<file path="src/rtl/mem_pkg.sv">
// mem_pkg: shared controller states and pattern codes for the memory BIST.
// The MARCH_DN and VERIFY states exist only when MEM_BIST_MARCH_EN is defined.
package mem_pkg;

   typedef enum logic [2:0] {
      IDLE,
      WRITE,
      READ,
`ifdef MEM_BIST_MARCH_EN
      MARCH_DN,
      VERIFY,
`endif
      DRAIN,
      DONE
   } state_t;

   localparam logic [1:0] PAT_WALK1 = 2'd0;
   localparam logic [1:0] PAT_WALK0 = 2'd1;
   localparam logic [1:0] PAT_ADDR  = 2'd2;
   localparam logic [1:0] PAT_CHECK = 2'd3;

endpackage

</file>
<file path="src/rtl/mem_bist_pattern.sv">
// mem_bist_pattern: combinational expected-data generator for one address.
// Walking one/zero positions repeat every WIDTH addresses; the checkerboard
// has its MSB set on even addresses and flips on odd ones.
module mem_bist_pattern
   import mem_pkg::*;
#(
   parameter int WIDTH = 8,
   parameter int ADDR  = 4
) (
   input  logic [1:0]       sel_i,
   input  logic [ADDR-1:0]  addr_i,
   output logic [WIDTH-1:0] data_o
);

   logic [WIDTH-1:0] walkOne;
   logic [WIDTH-1:0] chkData;

   // Build every candidate pattern for this address, then pick the selected one
   always_comb begin
      walkOne = {{(WIDTH-1){1'b0}}, 1'b1} << (int'(addr_i) % WIDTH);
      chkData = '0;
      for (int i = 0; i < WIDTH; i++) begin
         chkData[i] = ((((WIDTH - 1 - i) % 2) == 0) ^ addr_i[0]);
      end
      case (sel_i)
         PAT_WALK1: data_o = walkOne;
         PAT_WALK0: data_o = ~walkOne;
         PAT_ADDR:  data_o = WIDTH'(addr_i);
         default:   data_o = chkData;
      endcase
   end

endmodule

</file>
<file path="src/rtl/mem_bist_ctrl.sv">
// mem_bist_ctrl: BIST sequencer driving a single-port memory request port.
// Writes a pattern everywhere, reads it back, compares through an RD_LAT-deep
// pipe and reports pass/fail, an error count and the first failing address.
// Optional MEM_BIST_MARCH_EN adds a descending read/write-inverse march and an
// ascending verify pass of the inverted data.
module mem_bist_ctrl
   import mem_pkg::*;
#(
   parameter int WIDTH  = 8,
   parameter int DEPTH  = 16,
   parameter int ADDR   = $clog2(DEPTH),
   parameter int RD_LAT = 1,
   parameter int CNT_W  = ADDR + 1
) (
   input  logic             clk_i,
   input  logic             rst_i,
   input  logic             start_i,
   input  logic [1:0]       pattern_sel_i,
   output logic             valid_o,
   output logic             wr_rd_o,
   output logic [ADDR-1:0]  addr_o,
   output logic [WIDTH-1:0] wdata_o,
   input  logic             ready_i,
   input  logic [WIDTH-1:0] rdata_i,
   output logic             busy_o,
   output logic             done_o,
   output logic             pass_o,
   output logic [CNT_W-1:0] err_count_o,
   output logic [ADDR-1:0]  first_err_addr_o
);

   localparam logic [ADDR-1:0] LAST_ADDR = ADDR'(DEPTH - 1);

   state_t           state_q, state_d;
   logic [1:0]       sel_q, sel_d;
   logic [ADDR-1:0]  addr_q, addr_d;
   logic             valid_q, valid_d;
   logic             wrRd_q, wrRd_d;
   logic [WIDTH-1:0] wdata_q, wdata_d;
   logic [WIDTH-1:0] exp_q, exp_d;
   logic             busy_q, busy_d;
   logic             done_q, done_d;
   logic             pass_q, pass_d;
`ifdef MEM_BIST_MARCH_EN
   logic             marchWr_q, marchWr_d;
`endif

   logic             accept;
   logic             startAcc;
   logic             push;
   logic             pushInv;
   logic             loadWdata;
   logic             invWdata;
   logic [WIDTH-1:0] pushExp;
   logic [WIDTH-1:0] patData;

   logic [RD_LAT-1:0] pipeVld_q;
   logic [WIDTH-1:0]  pipeExp_q  [RD_LAT];
   logic [ADDR-1:0]   pipeAddr_q [RD_LAT];
   logic              pipeBusy;
   logic              mismatch;
   logic [CNT_W-1:0]  errCnt_q;
   logic [ADDR-1:0]   firstErr_q;

   assign accept   = valid_q & ready_i;
   assign pipeBusy = |pipeVld_q;
   assign mismatch = pipeVld_q[RD_LAT-1] && (rdata_i != pipeExp_q[RD_LAT-1]);

   // Expected data always follows the next request address, so exp_q matches addr_q
   mem_bist_pattern #(
      .WIDTH (WIDTH),
      .ADDR  (ADDR)
   ) uPattern (
      .sel_i  (sel_d),
      .addr_i (addr_d),
      .data_o (patData)
   );

   // Sequencing: next state, next request and the status flags set on completion
   always_comb begin
      state_d   = state_q;
      sel_d     = sel_q;
      addr_d    = addr_q;
      valid_d   = valid_q;
      wrRd_d    = wrRd_q;
      busy_d    = busy_q;
      done_d    = done_q;
      pass_d    = pass_q;
      startAcc  = 1'b0;
      push      = 1'b0;
      pushInv   = 1'b0;
      loadWdata = 1'b0;
      invWdata  = 1'b0;
`ifdef MEM_BIST_MARCH_EN
      marchWr_d = marchWr_q;
`endif
      case (state_q)
         IDLE: begin
            if (start_i) begin
               startAcc  = 1'b1;
               sel_d     = pattern_sel_i;
               addr_d    = '0;
               valid_d   = 1'b1;
               wrRd_d    = 1'b1;
               busy_d    = 1'b1;
               done_d    = 1'b0;
               pass_d    = 1'b0;
               loadWdata = 1'b1;
               state_d   = WRITE;
            end
         end
         WRITE: begin
            if (accept) begin
               loadWdata = 1'b1;
               if (addr_q == LAST_ADDR) begin
                  addr_d  = '0;
                  wrRd_d  = 1'b0;
                  state_d = READ;
               end else begin
                  addr_d = addr_q + ADDR'(1);
               end
            end
         end
         READ: begin
            if (accept) begin
               push      = 1'b1;
               loadWdata = 1'b1;
               if (addr_q == LAST_ADDR) begin
`ifdef MEM_BIST_MARCH_EN
                  addr_d    = LAST_ADDR;
                  marchWr_d = 1'b0;
                  state_d   = MARCH_DN;
`else
                  valid_d = 1'b0;
                  state_d = DRAIN;
`endif
               end else begin
                  addr_d = addr_q + ADDR'(1);
               end
            end
         end
`ifdef MEM_BIST_MARCH_EN
         MARCH_DN: begin
            if (accept) begin
               if (!marchWr_q) begin
                  push      = 1'b1;
                  marchWr_d = 1'b1;
                  wrRd_d    = 1'b1;
                  invWdata  = 1'b1;
               end else begin
                  marchWr_d = 1'b0;
                  wrRd_d    = 1'b0;
                  loadWdata = 1'b1;
                  if (addr_q == '0) begin
                     state_d = VERIFY;
                  end else begin
                     addr_d = addr_q - ADDR'(1);
                  end
               end
            end
         end
         VERIFY: begin
            if (accept) begin
               push      = 1'b1;
               pushInv   = 1'b1;
               loadWdata = 1'b1;
               if (addr_q == LAST_ADDR) begin
                  valid_d = 1'b0;
                  state_d = DRAIN;
               end else begin
                  addr_d = addr_q + ADDR'(1);
               end
            end
         end
`endif
         DRAIN: begin
            if (!pipeBusy) begin
               state_d = DONE;
            end
         end
         DONE: begin
            busy_d  = 1'b0;
            done_d  = 1'b1;
            pass_d  = (errCnt_q == '0);
            state_d = IDLE;
         end
         default: state_d = IDLE;
      endcase
   end

   // Data path: write data holds through stalls and only changes when a request moves on
   always_comb begin
      exp_d   = patData;
      wdata_d = wdata_q;
      if (loadWdata) begin
         wdata_d = patData;
      end
      if (invWdata) begin
         wdata_d = ~exp_q;
      end
      pushExp = pushInv ? ~exp_q : exp_q;
   end

   // State and request registers; everything the memory sees is driven from here
   always_ff @(posedge clk_i or negedge rst_i) begin
      if (!rst_i) begin
         state_q <= IDLE;
         sel_q   <= '0;
         addr_q  <= '0;
         valid_q <= 1'b0;
         wrRd_q  <= 1'b0;
         wdata_q <= '0;
         exp_q   <= '0;
         busy_q  <= 1'b0;
         done_q  <= 1'b0;
         pass_q  <= 1'b0;
      end else begin
         state_q <= state_d;
         sel_q   <= sel_d;
         addr_q  <= addr_d;
         valid_q <= valid_d;
         wrRd_q  <= wrRd_d;
         wdata_q <= wdata_d;
         exp_q   <= exp_d;
         busy_q  <= busy_d;
         done_q  <= done_d;
         pass_q  <= pass_d;
      end
   end

`ifdef MEM_BIST_MARCH_EN
   // March sub-phase: read first, then write the inverse to the same address
   always_ff @(posedge clk_i or negedge rst_i) begin
      if (!rst_i) begin
         marchWr_q <= 1'b0;
      end else begin
         marchWr_q <= marchWr_d;
      end
   end
`endif

   // Compare pipe: each accepted read carries its expected data and address until rdata_i arrives
   always_ff @(posedge clk_i or negedge rst_i) begin
      if (!rst_i) begin
         pipeVld_q <= '0;
         for (int i = 0; i < RD_LAT; i++) begin
            pipeExp_q[i]  <= '0;
            pipeAddr_q[i] <= '0;
         end
      end else begin
         pipeVld_q[0]  <= push;
         pipeExp_q[0]  <= pushExp;
         pipeAddr_q[0] <= addr_q;
         for (int i = 1; i < RD_LAT; i++) begin
            pipeVld_q[i]  <= pipeVld_q[i-1];
            pipeExp_q[i]  <= pipeExp_q[i-1];
            pipeAddr_q[i] <= pipeAddr_q[i-1];
         end
      end
   end

   // Error bookkeeping: saturating count, first failing address captured once per test
   always_ff @(posedge clk_i or negedge rst_i) begin
      if (!rst_i) begin
         errCnt_q   <= '0;
         firstErr_q <= '0;
      end else if (startAcc) begin
         errCnt_q   <= '0;
         firstErr_q <= '0;
      end else if (mismatch) begin
         if (errCnt_q != '1) begin
            errCnt_q <= errCnt_q + CNT_W'(1);
         end
         if (errCnt_q == '0) begin
            firstErr_q <= pipeAddr_q[RD_LAT-1];
         end
      end
   end

   assign valid_o          = valid_q;
   assign wr_rd_o          = wrRd_q;
   assign addr_o           = addr_q;
   assign wdata_o          = wdata_q;
   assign busy_o           = busy_q;
   assign done_o           = done_q;
   assign pass_o           = pass_q;
   assign err_count_o      = errCnt_q;
   assign first_err_addr_o = firstErr_q;

endmodule

</file>
<file path="config.mk">
export PLATFORM = sky130hd
export DESIGN_NAME = mem_bist_ctrl
export DESIGN_NICKNAME = d
export VERILOG_FILES = /design/src/rtl/mem_pkg.sv /design/src/rtl/mem_bist_pattern.sv /design/src/rtl/mem_bist_ctrl.sv
export SDC_FILE = /design/constraint.sdc
export NUM_CORES = 1
export LEC_CHECK = 0
export ABC_CLOCK_PERIOD_IN_PS = 3200
export CORE_MARGIN = 2
export CORE_UTILIZATION = 45
export CTS_BUF_LIST = sky130_fd_sc_hd__clkbuf_2 sky130_fd_sc_hd__clkbuf_4 sky130_fd_sc_hd__clkbuf_8
export DETAILED_ROUTE_END_ITERATION = 7
export PLACE_DENSITY_LB_ADDON = 0.2
export SETUP_SLACK_MARGIN = 0.05
export SLEW_MARGIN = 15
export SYNTH_ARGS = -nofsm -noshare
export SYNTH_HDL_FRONTEND = slang
export SYNTH_HIERARCHICAL = 1
export SYNTH_SLANG_ARGS = --single-unit
</file>
<file path="constraint.sdc">
create_clock -name clk_i -period 3.2 [get_ports clk_i]
set_input_delay 0.64 -clock clk_i [delete_from_list [all_inputs] [get_ports clk_i]]
set_output_delay 0.64 -clock clk_i [all_outputs]
set_load 0.01 [all_outputs]
</file>
* Yosys cells after proc, flatten, opt, wreduce, memory -nomap -nowiden *
Cells that the tools add are included.

word-level totals
  word-level logic and storage cells = 89
  output and inout bits = 26
  flip-flop bits (word level) = 52
  input bits = 14

cells by class
  $add $sub $neg = 2
  eq/ne operators = 15
  shifts and indexed selects = 1
  mux-type cells = 36
  reductions and logical operators = 17
  bitwise logic cells = 3

operator list
  kind                                                                   count
  4-bit 2-to-1 mux                                                       8
  8-bit one-hot mux with 3 select lines                                  1
  3-bit 2-to-1 mux                                                       6
  5-bit 2-to-1 mux                                                       3
  2-bit != test, second input constant                                   6
  1-bit one-hot mux with 2 select lines                                  6
  3-bit one-hot mux with 4 select lines                                  1
  4-bit one-hot mux with 3 select lines                                  1
  2-bit nonzero test                                                     6
  1-bit 2-to-1 mux                                                       8
  8-bit != test                                                          1
  8-bit inverter                                                         1
  4-bit AND reduction                                                    2
  1-bit by 3-bit left shift with 8-bit output, first input constant      1
  3-bit by 2-bit equality test with 1-bit output, second input constant  2
  2-bit AND reduction                                                    3
  6-bit AND reduction                                                    1
  5-bit by 1-bit adder with 5-bit output, second input constant          1
  5-bit zero test                                                        1
  5-bit != test, second input constant                                   1
  4-bit by 1-bit adder with 4-bit output, second input constant          1
  4-bit equality test, second input constant                             1
  2-bit 2-to-1 mux                                                       2
  3-bit by 1-bit equality test with 1-bit output, second input constant  1
  other kinds (9)                                                        9

* Longest topological paths before layout *
Gate-level depths: netlist (run 1).

  depth after elaboration = 7
  gate-level depth with buffers = 10
  depth with buffers taken out = 10

* By module *
The synthesis (run 1) kept the hierarchy.

modules (own cells, without submodules)
  module            seq. area each (um2)  instances  area each (um2)  cells each
  mem_bist_ctrl     1,301.2               1          2,263.4          182
  mem_bist_pattern  0.0                   1          231.5            35

* Worst setup path before layout (run 1) *
No wires, ideal clock.

  path type = reg-to-reg
  from = register addr_q[1] (netlist: addr_o[1])
  to = register wdata_q[5] (netlist: wdata_o[5])
  arrival = 2.456 ns
  data required time = 3.075 ns
  library setup time = 0.125 ns
  path buffers = 0
  path slack = 0.619 ns
  period minus slack after synthesis = 2.581 ns
  stages on the path, launching flop included = 11
  path through = dfrtp_1 -> ha_1 -> nand3_1 -> ha_1 -> nor2_1 -> a21oi_1 -> o32ai_1 -> inv_1 -> nand2_1 -> o211ai_1 -> mux2_4

on the way
  word-level cells in the longest chain between the ends = 7
  elaborated cells between the ends (all ways) = 12
  those cells by class = add/sub: 1; eq/ne: 1; shift: 1; mux: 7; bitwise: 2

RTL lines
  item                                         RTL line                                    RTL
  start: declaration                           mem_bist_ctrl.sv:36                         logic [ADDR-1:0] addr_q, addr_d;
  start signal: assignment                     mem_bist_ctrl.sv:220                        addr_q <= addr_d;
  4-bit equality test *                        mem_bist_ctrl.sv:115, mem_bist_ctrl.sv:128
  4-bit 2-to-1 mux, on equally long branches   mem_bist_ctrl.sv:128, mem_bist_ctrl.sv:115
  4-bit 2-to-1 mux, on equally long branches   mem_bist_ctrl.sv:125, mem_bist_ctrl.sv:113
  4-bit one-hot mux with 3 select lines *      mem_bist_ctrl.sv:97                         case (state_q)
  via addr_d[0]                                mem_bist_ctrl.sv:36
  1-bit by 3-bit left shift with 8-bit output  mem_bist_pattern.sv:20                      walkOne = {{(WIDTH-1){1'b0}}, 1'b1} << (int'(addr_i) % WIDTH);
  8-bit inverter                               mem_bist_pattern.sv:27                      PAT_WALK0: data_o = ~walkOne;
  8-bit one-hot mux with 3 select lines *      mem_bist_pattern.sv:25                      case (sel_i)
  via exp_d[5]                                 mem_bist_ctrl.sv:40                         logic [WIDTH-1:0] exp_q, exp_d;
  end signal: assignment                       mem_bist_ctrl.sv:223                        wdata_q <= wdata_d;
  end: declaration                             mem_bist_ctrl.sv:39                         logic [WIDTH-1:0] wdata_q, wdata_d;

Mark *: on every way through the listed nets, which the timed path passes. The rest lies on a longest branch.
A chain may end at the register's enable or synchronous reset.

* Final worst setup path (run 1) *
  from = input port start_i
  to = register wdata_q[5] (netlist: wdata_o[5])

on the way
  elaborated cells between the ends (all ways) = 13
  those cells by class = eq/ne: 2; shift: 1; mux: 7; bitwise: 2; reduce/logical: 1

RTL lines
  item                                         RTL line                RTL
  start: declaration                           mem_bist_ctrl.sv:17     input logic start_i,
  2-bit 2-to-1 mux *                           mem_bist_ctrl.sv:99     if (start_i) begin
  2-bit 2-to-1 mux *                           mem_bist_ctrl.sv:97
  via sel_d[0]                                 mem_bist_ctrl.sv:35     logic [1:0] sel_q, sel_d;
  2-bit equality test (tied with other cells)  mem_bist_pattern.sv:25
  8-bit one-hot mux with 3 select lines *      mem_bist_pattern.sv:25
  via exp_d[5]                                 mem_bist_ctrl.sv:40

Marked as above.

==> qor.csv, run 1 <==
metric;value;unit
synth_xor_area_share;2.808;%
cts_max_path_buffers;2;
slowest_delay;0.52;ns
post_cts_resized;0;
ys.flop_type;dfrtp_1;
die-area;0.006156;mm²
drc;0;
synth_mux_area_share;9.729;%
ios;40;
wire_per_inst;14.74;µm
nFillCells;466;
place_area;0.002965;mm²
fin_crit;2.633;ns
n_antenna_cell;0;
reg2reg_depth;11;
crit_end;wdata_o[5]$_DFFE_PN0P_;
relSlewSlack;57.45;%
ctsHoldBuffers;0;
layout.nets;282;
ir_worst_vdd;0.4738;mV
grt_pass1_wl;8.583;mm
synthCells;217;
fin_util;56.31;%
drtAntennaViolNets;0;
fin_tns_setup;0;ns
yosys-top-cells-area;dfrtp_1, mux2_4, nand2_1, mux2i_1, xor2_1;
grtUsageTotal;17.87;%
path_buf_inv;1;
cellPowerDensity;739.5;mW/mm²
start_kind;input port;
clk_latency;0.30;ns
fp.dieW;78.46;µm
port_buffers;39;
ys_types;52;
max_freq;379.8;MHz
period_share;82.27;%
drv_slew;0;
crit_path_end_kind;flop;
routed-via-count;1755;
power_leakage;1.333;nW
synth_top_family_by_area;simple AND/OR/NAND/NOR gates;
whs;0.3493;ns
synth_top_area_share;52.16;%
synth_edf_count;0;
viasPerCell;5.223;
r2r_setup_slack;0.64;ns
rsz0062_at_grt;false;
r2r-start;addr_o[1]$_DFF_PN0_;
rr_endpoint;wdata_o[0]$_DFFE_PN0P_;
outcome;completed;
finalHoldViolCount;0;
crit_slowest_cell;clkdlybuf4s50_1;
fin_skew;0.01159;ns
cts-buffers-inserted;5;
grt_start_max_net_pins;30;
netlist_area;0.002495;mm²
crit_chain;clkdlybuf4s50_1 > nor3b_4 > nand2_1 > mux2_1 > nor2b_1 > o21ai_1 > o211ai_1 > mux2_4;
path_class;input port to flop;
clockRootBuffer;clkbuf_8;
synthesis.nets;236;
die_h;78.46;µm
firstDrtPassIters;4;
num_rows;27;
finalSetupViolCount;0;
avgSynthCellArea;11.50;µm²
area_delta_synth_final;22.77;%
antenna_found_initial;0;
synth_compound_gate_area_share;13.44;%
critPathLaunch;start_i;
cp_data_required_time;3.39;ns
crit_family;multiplexers;
fp.coreArea;0.005439;mm²
hpwl;3.616;mm
grt_pass1_vias;1756;
wl;4.952;mm
yosys.area.top_type;dfrtp_1;
async_reset_ff_share;100.0;%
ys_warn_count;6;
post-cts-setup-buffers;0;
dr.first_iter.drc_count;79;
tightest_slew;0.6382;ns
cts.sinks;52;
cap_viol_max_count;0;
ys_seq_area_share;52.16;%
grt_overflow_total;0;
yosys.area_share.simple;15.25;%
arrival;2.82;ns
cts_tree;done;
clkSlewWorstSetupHoldPaths;0.10;ns
finalInstanceArea;0.003063;mm²
start_util;45.87;%
drive_above_1_share;14.77;%
h-tree-depth;2;
synth_fa_ha_area_share;2.508;%
synth-seq-cells;52;
min_path_type;input port to async pin;
worstSetupPathDepth;8;
globalplace.congestion;0.8393;
crit_fanout;10;
[synthesized netlist by cell type, types with 3 or more instances]
library cell / number
nand2_1: 31
ha_1: 5
buf_6: 4
a21oi_1: 13
nor2_1: 8
mux2_4: 8
a211oi_1: 3
o211ai_1: 4
nand3_1: 3
xor2_1: 8
mux2i_1: 10
dfrtp_1: 52
nor2b_1: 4
nand2b_1: 3
inv_1: 10
[layout make-up]
| type | instances | area [µm²] | share of cell area [%] |
|---|---|---|---|
| Sequential cell | 52 | 1301 | 42.48 |
| Inverter | 10 | 37.54 | 1.225 |
| Clock buffer | 7 | 90.09 | 2.941 |
| Timing Repair Buffer | 47 | 445.4 | 14.54 |
| Tap cell | 72 | 90.09 | 2.941 |
| Clock inverter | 1 | 7.507 | 0.2451 |
| Multi-Input combinational cell | 147 | 1091 | 35.62 |
[state kept, by name (all words and copies together), names as in the netlist]
register,cells
exp_q,8
err_count_o,5
sel_q,2
pipeExp_q,8
pass_o,1
first_err_addr_o,4
state_q,3
pipeAddr_q,4
addr_o,4
wr_rd_o,1
pipeBusy,1
wdata_o,8
busy_o,1
done_o,1
valid_o,1
[report_power, final]
part,total (mW),switching (mW),leakage [nW],internal (mW)
Combinational,0.861,0.404,0.639,0.457
Clock,0.395,0.210,0.0479,0.185
Sequential,1.01,0.141,0.646,0.868
Total,2.27,0.755,1.33,1.51
[worst min-delay path by stage]
| stage | startpoint | end | cells past startpoint |
|---|---|---|---|
| floorplan | exp_q[0]$_DFF_PN0_ | pipeExp_q[0]$_DFF_PN0_ | 0 |
| global placement | exp_q[6]$_DFF_PN0_ | pipeExp_q[6]$_DFF_PN0_ | 0 |
| detailed placement | exp_q[7]$_DFF_PN0_ | pipeExp_q[7]$_DFF_PN0_ | 0 |
| CTS | exp_q[7]$_DFF_PN0_ | pipeExp_q[7]$_DFF_PN0_ | 0 |
| global route | exp_q[5]$_DFF_PN0_ | pipeExp_q[5]$_DFF_PN0_ | 0 |
| finish | rst_i | first_err_addr_o[3]$_DFFE_PN0P_ | 1 |
[per-stage QoR]
stage	power [mW]	worst slack, ns	instances
detailed placement	1.887	0.2725	328
finish	2.265	0.5673	336
CTS	2.282	0.5844	336
floorplan	1.536	0.6190	217
global placement	1.881	0.2853	328
global route	2.410	0.4481	336
[routing by layer]
layer	up-vias	wire [µm]	share of wire [%]	global-route usage, %
met4	0	95	1.9	7.018
met3	7	118	2.4	3.218
met5	-	0	0	0
met2	27	2296	46	26.81
li1	857	-	-	-
met1	864	2441	49	25.79
[worst register-to-register path, delay by kind of cell (launching register included)]
family	cells	cell delay, ns
flip-flops	1	0.48
AND/OR/NAND/NOR	3	0.34
buffers and inverters	1	0.21
adder cells (fa/ha/maj)	2	0.59
AO/OA/AOI/OAI	3	0.42
multiplexers	2	0.43
[cells in the final DEF, fill, tap and decap left out, types with 2 or more instances in the layout]
cell              n
mux2i_1          10
a21oi_1          13
nor4_2            2
nor2_1            8
inv_1            10
mux2_4            8
mux2_1            2
o221ai_1          2
a2bb2oi_1         2
dfrtp_1          52
and3_1            2
nand3_1           3
a32oi_1           2
nor4_1            2
clkbuf_8          6
xor2_1            8
nor2_2            2
a211oi_1          3
ha_1              5
nand2b_1          3
nor2b_1           4
a21oi_2           2
o211ai_1          4
nand2_1          31
nand2b_2          2
nor3_1            2
buf_4             8
clkdlybuf4s50_1  38
a2bb2oi_2         2
o21ai_0           2
[cells by family after synthesis]
family / count (synthesis)
and+or+nand+nor: 69
xor gates and xnor gates: 8
buffers and inverters: 18
DFF: 52
AOI/OAI and AO/OA: 45
muxes: 20
adders and majority gates: 5
(Power assumes the default switching activity.)
==> run 2: changes to the inputs <==
- ABC_CLOCK_PERIOD_IN_PS: 3200 -> 2680
- clock period: 3.2 -> 2.68 ns (I/O delays scaled with it)
==> qor.csv, run 2 (synthesis results as in run 1) <==
metric;value;unit;change
outcome;completed;;
finalHoldViolCount;0;;unchanged
fin_util;59.93;%;+3.6 points
routed-via-count;1849;;+5.4%
hpwl;3.753;mm;+3.8%
fp.dieW;78.46;µm;unchanged
drive_above_1_share;20.21;%;+5.4 points
wl;5.194;mm;+4.9%
n_antenna_cell;0;;unchanged
drv_slew;0;;unchanged
fin_skew;0.003218;ns;-0.008372 ns
total_power;3.080;mW;+36%
cts_max_path_buffers;2;;unchanged
arrival;2.63;ns;-0.19 ns
path_buf_inv;1;;unchanged
fin_crit;2.428;ns;
clockPowerShare;23.6;%;+6.2 points
drc;0;;unchanged
rsz0062_at_grt;false;;
cts-buffers-inserted;5;;unchanged
layout.nets;300;;+6.4%
port_buffers;39;;unchanged
cp_data_required_time;2.88;ns;-0.51 ns
grtUsageTotal;18.32;%;+0.45 points
fin_tns_setup;0;ns;unchanged
cellPowerDensity;945.0;mW/mm²;+28%
cts.sinks;52;;unchanged
switchingPower;933.3;µW;+24%
clkSlewWorstSetupHoldPaths;0.09;ns;about the same
area_delta_synth_final;30.64;%;
path_class;input port to flop;;
die-area;0.006156;mm²;unchanged
ios;40;;unchanged
globalplace.congestion;0.8572;;+2.1%
final_common_cell;dfrtp_1;;
crit_chain;clkdlybuf4s50_1 > nor3b_4 > nand2_1 > mux2_1 > nor2b_1 > o21ai_1 > o211ai_1 > mux2_4;;
start_kind;input port;;
grt_pass1_vias;1818;;+3.5%
h-tree-depth;2;;unchanged
crit_family;multiplexers;;
drtAntennaViolNets;0;;unchanged
cts_tree;done;;
mostFrequentLayoutCells;dfrtp_1, clkdlybuf4s50_1, nand2_1;;
firstDrtPassIters;4;;unchanged
swShare;30.30;%;-3.0 points
finalInstanceArea;0.003259;mm²;+6.4%
viasPerCell;5.223;;about the same
grt_overflow_total;0;;unchanged
fin_cells;354;;+5.4%
post_cts_resized;0;;unchanged
start_util;45.87;%;unchanged
die_h;78.46;µm;unchanged
slowest_delay;0.48;ns;-0.04 ns
fp.coreArea;0.005439;mm²;unchanged
internal_power;2.147;mW;+42%
min_path_type;input port to async pin;;
ir_worst_vdd;0.5673;mV;+20%
finalSetupViolCount;0;;unchanged
tightest_slew;0.6666;ns;+0.02840 ns
power_leakage;1.452;nW;+8.9%
crit_slowest_cell;clkdlybuf4s50_1;;
grt_pass1_wl;8.735;mm;+1.8%
wire_per_inst;14.67;µm;-0.45%
crit_path_end_kind;flop;;
cap_viol_max_count;0;;unchanged
relSlewSlack;55.56;%;-1.9 points
num_rows;27;;unchanged
max_freq;411.8;MHz;
clockRootBuffer;clkbuf_8;;
place_inst;346;;+5.5%
crit_fanout;6;;-4
period_share;90.61;%;
pwr-share-comb;38.8;%;+0.8 points
antenna_found_initial;0;;unchanged
dr.first_iter.drc_count;79;;unchanged
post-cts-setup-buffers;0;;unchanged
grt_start_max_net_pins;53;;+77%
power_frac_seq;37.7;%;-6.9 points
place_area;0.003100;mm²;+4.6%
ctsHoldBuffers;0;;unchanged
clk_latency;0.30;ns;about the same
## run 2: cell types whose count changed in the layout (fill, tap and decap cells not counted)
cell	previous run	this run
clkbuf_8	6	5
buf_4	8	26
clkbuf_4	1	0
clkinvlp_4	1	0
bufinv_16	0	3
## run 2: area by class of cell
type                            instances  area [µm²]
Clock buffer                            5       68.82
Inverter                               10       37.54
Sequential cell                        52        1301
Tap cell                               72       90.09
Clock inverter                          3       90.09
Timing Repair Buffer                   65       580.6
Multi-Input combinational cell        147        1091
Fill cell                             446        2180
## run 2: path summary, 6_finish.rpt
check / cells after the start / from / end / slack (ns)
worst min register to register: 0 / exp_q[7]$_DFF_PN0_ / pipeExp_q[7]$_DFF_PN0_ / 0.35
min in group clk_i: 0 / exp_q[7]$_DFF_PN0_ / pipeExp_q[7]$_DFF_PN0_ / 0.35
worst max-delay path: 8 / start_i / wdata_o[4]$_DFFE_PN0P_ / 0.25
worst max register to register: 9 / state_q[0]$_DFFE_PN0P_ / wdata_o[3]$_DFFE_PN0P_ / 0.34
worst min-delay path: 2 / rst_i / err_count_o[0]$_DFFE_PN0P_ / 0.33
max in group asynchronous: 2 / rst_i / state_q[2]$_DFFE_PN0P_ / 1.90
## run 2: power groups by stage
| stage | Combinational (mW) | Clock, mW | Sequential [mW] |
|---|---|---|---|
| CTS | 1.20 | 0.747 | 1.16 |
| floorplan | 0.617 | 0 | 1.22 |
| global placement | 1.18 | 0 | 1.18 |
| detailed placement | 1.19 | 0 | 1.18 |
| global route | 1.30 | 0.782 | 1.19 |
| finish | 1.19 | 0.726 | 1.16 |
## run 2: routing by layer
metal,global-route usage (%),wire (µm)
met2,28.88,2440
met3,4.483,228
met1,24.98,2464
met5,0,0
met4,5.789,60
## run 2: through the flow
step | setup slack, ns | hold WS, ns
after global routing | 0.06566 | 0.3584
after global placement | -0.008043 | 0.3344
after CTS | 0.2801 | 0.3518
after floorplan | 0.09897 | 0.2404
after detailed placement | -0.05370 | 0.3347
final | 0.2516 | 0.3325
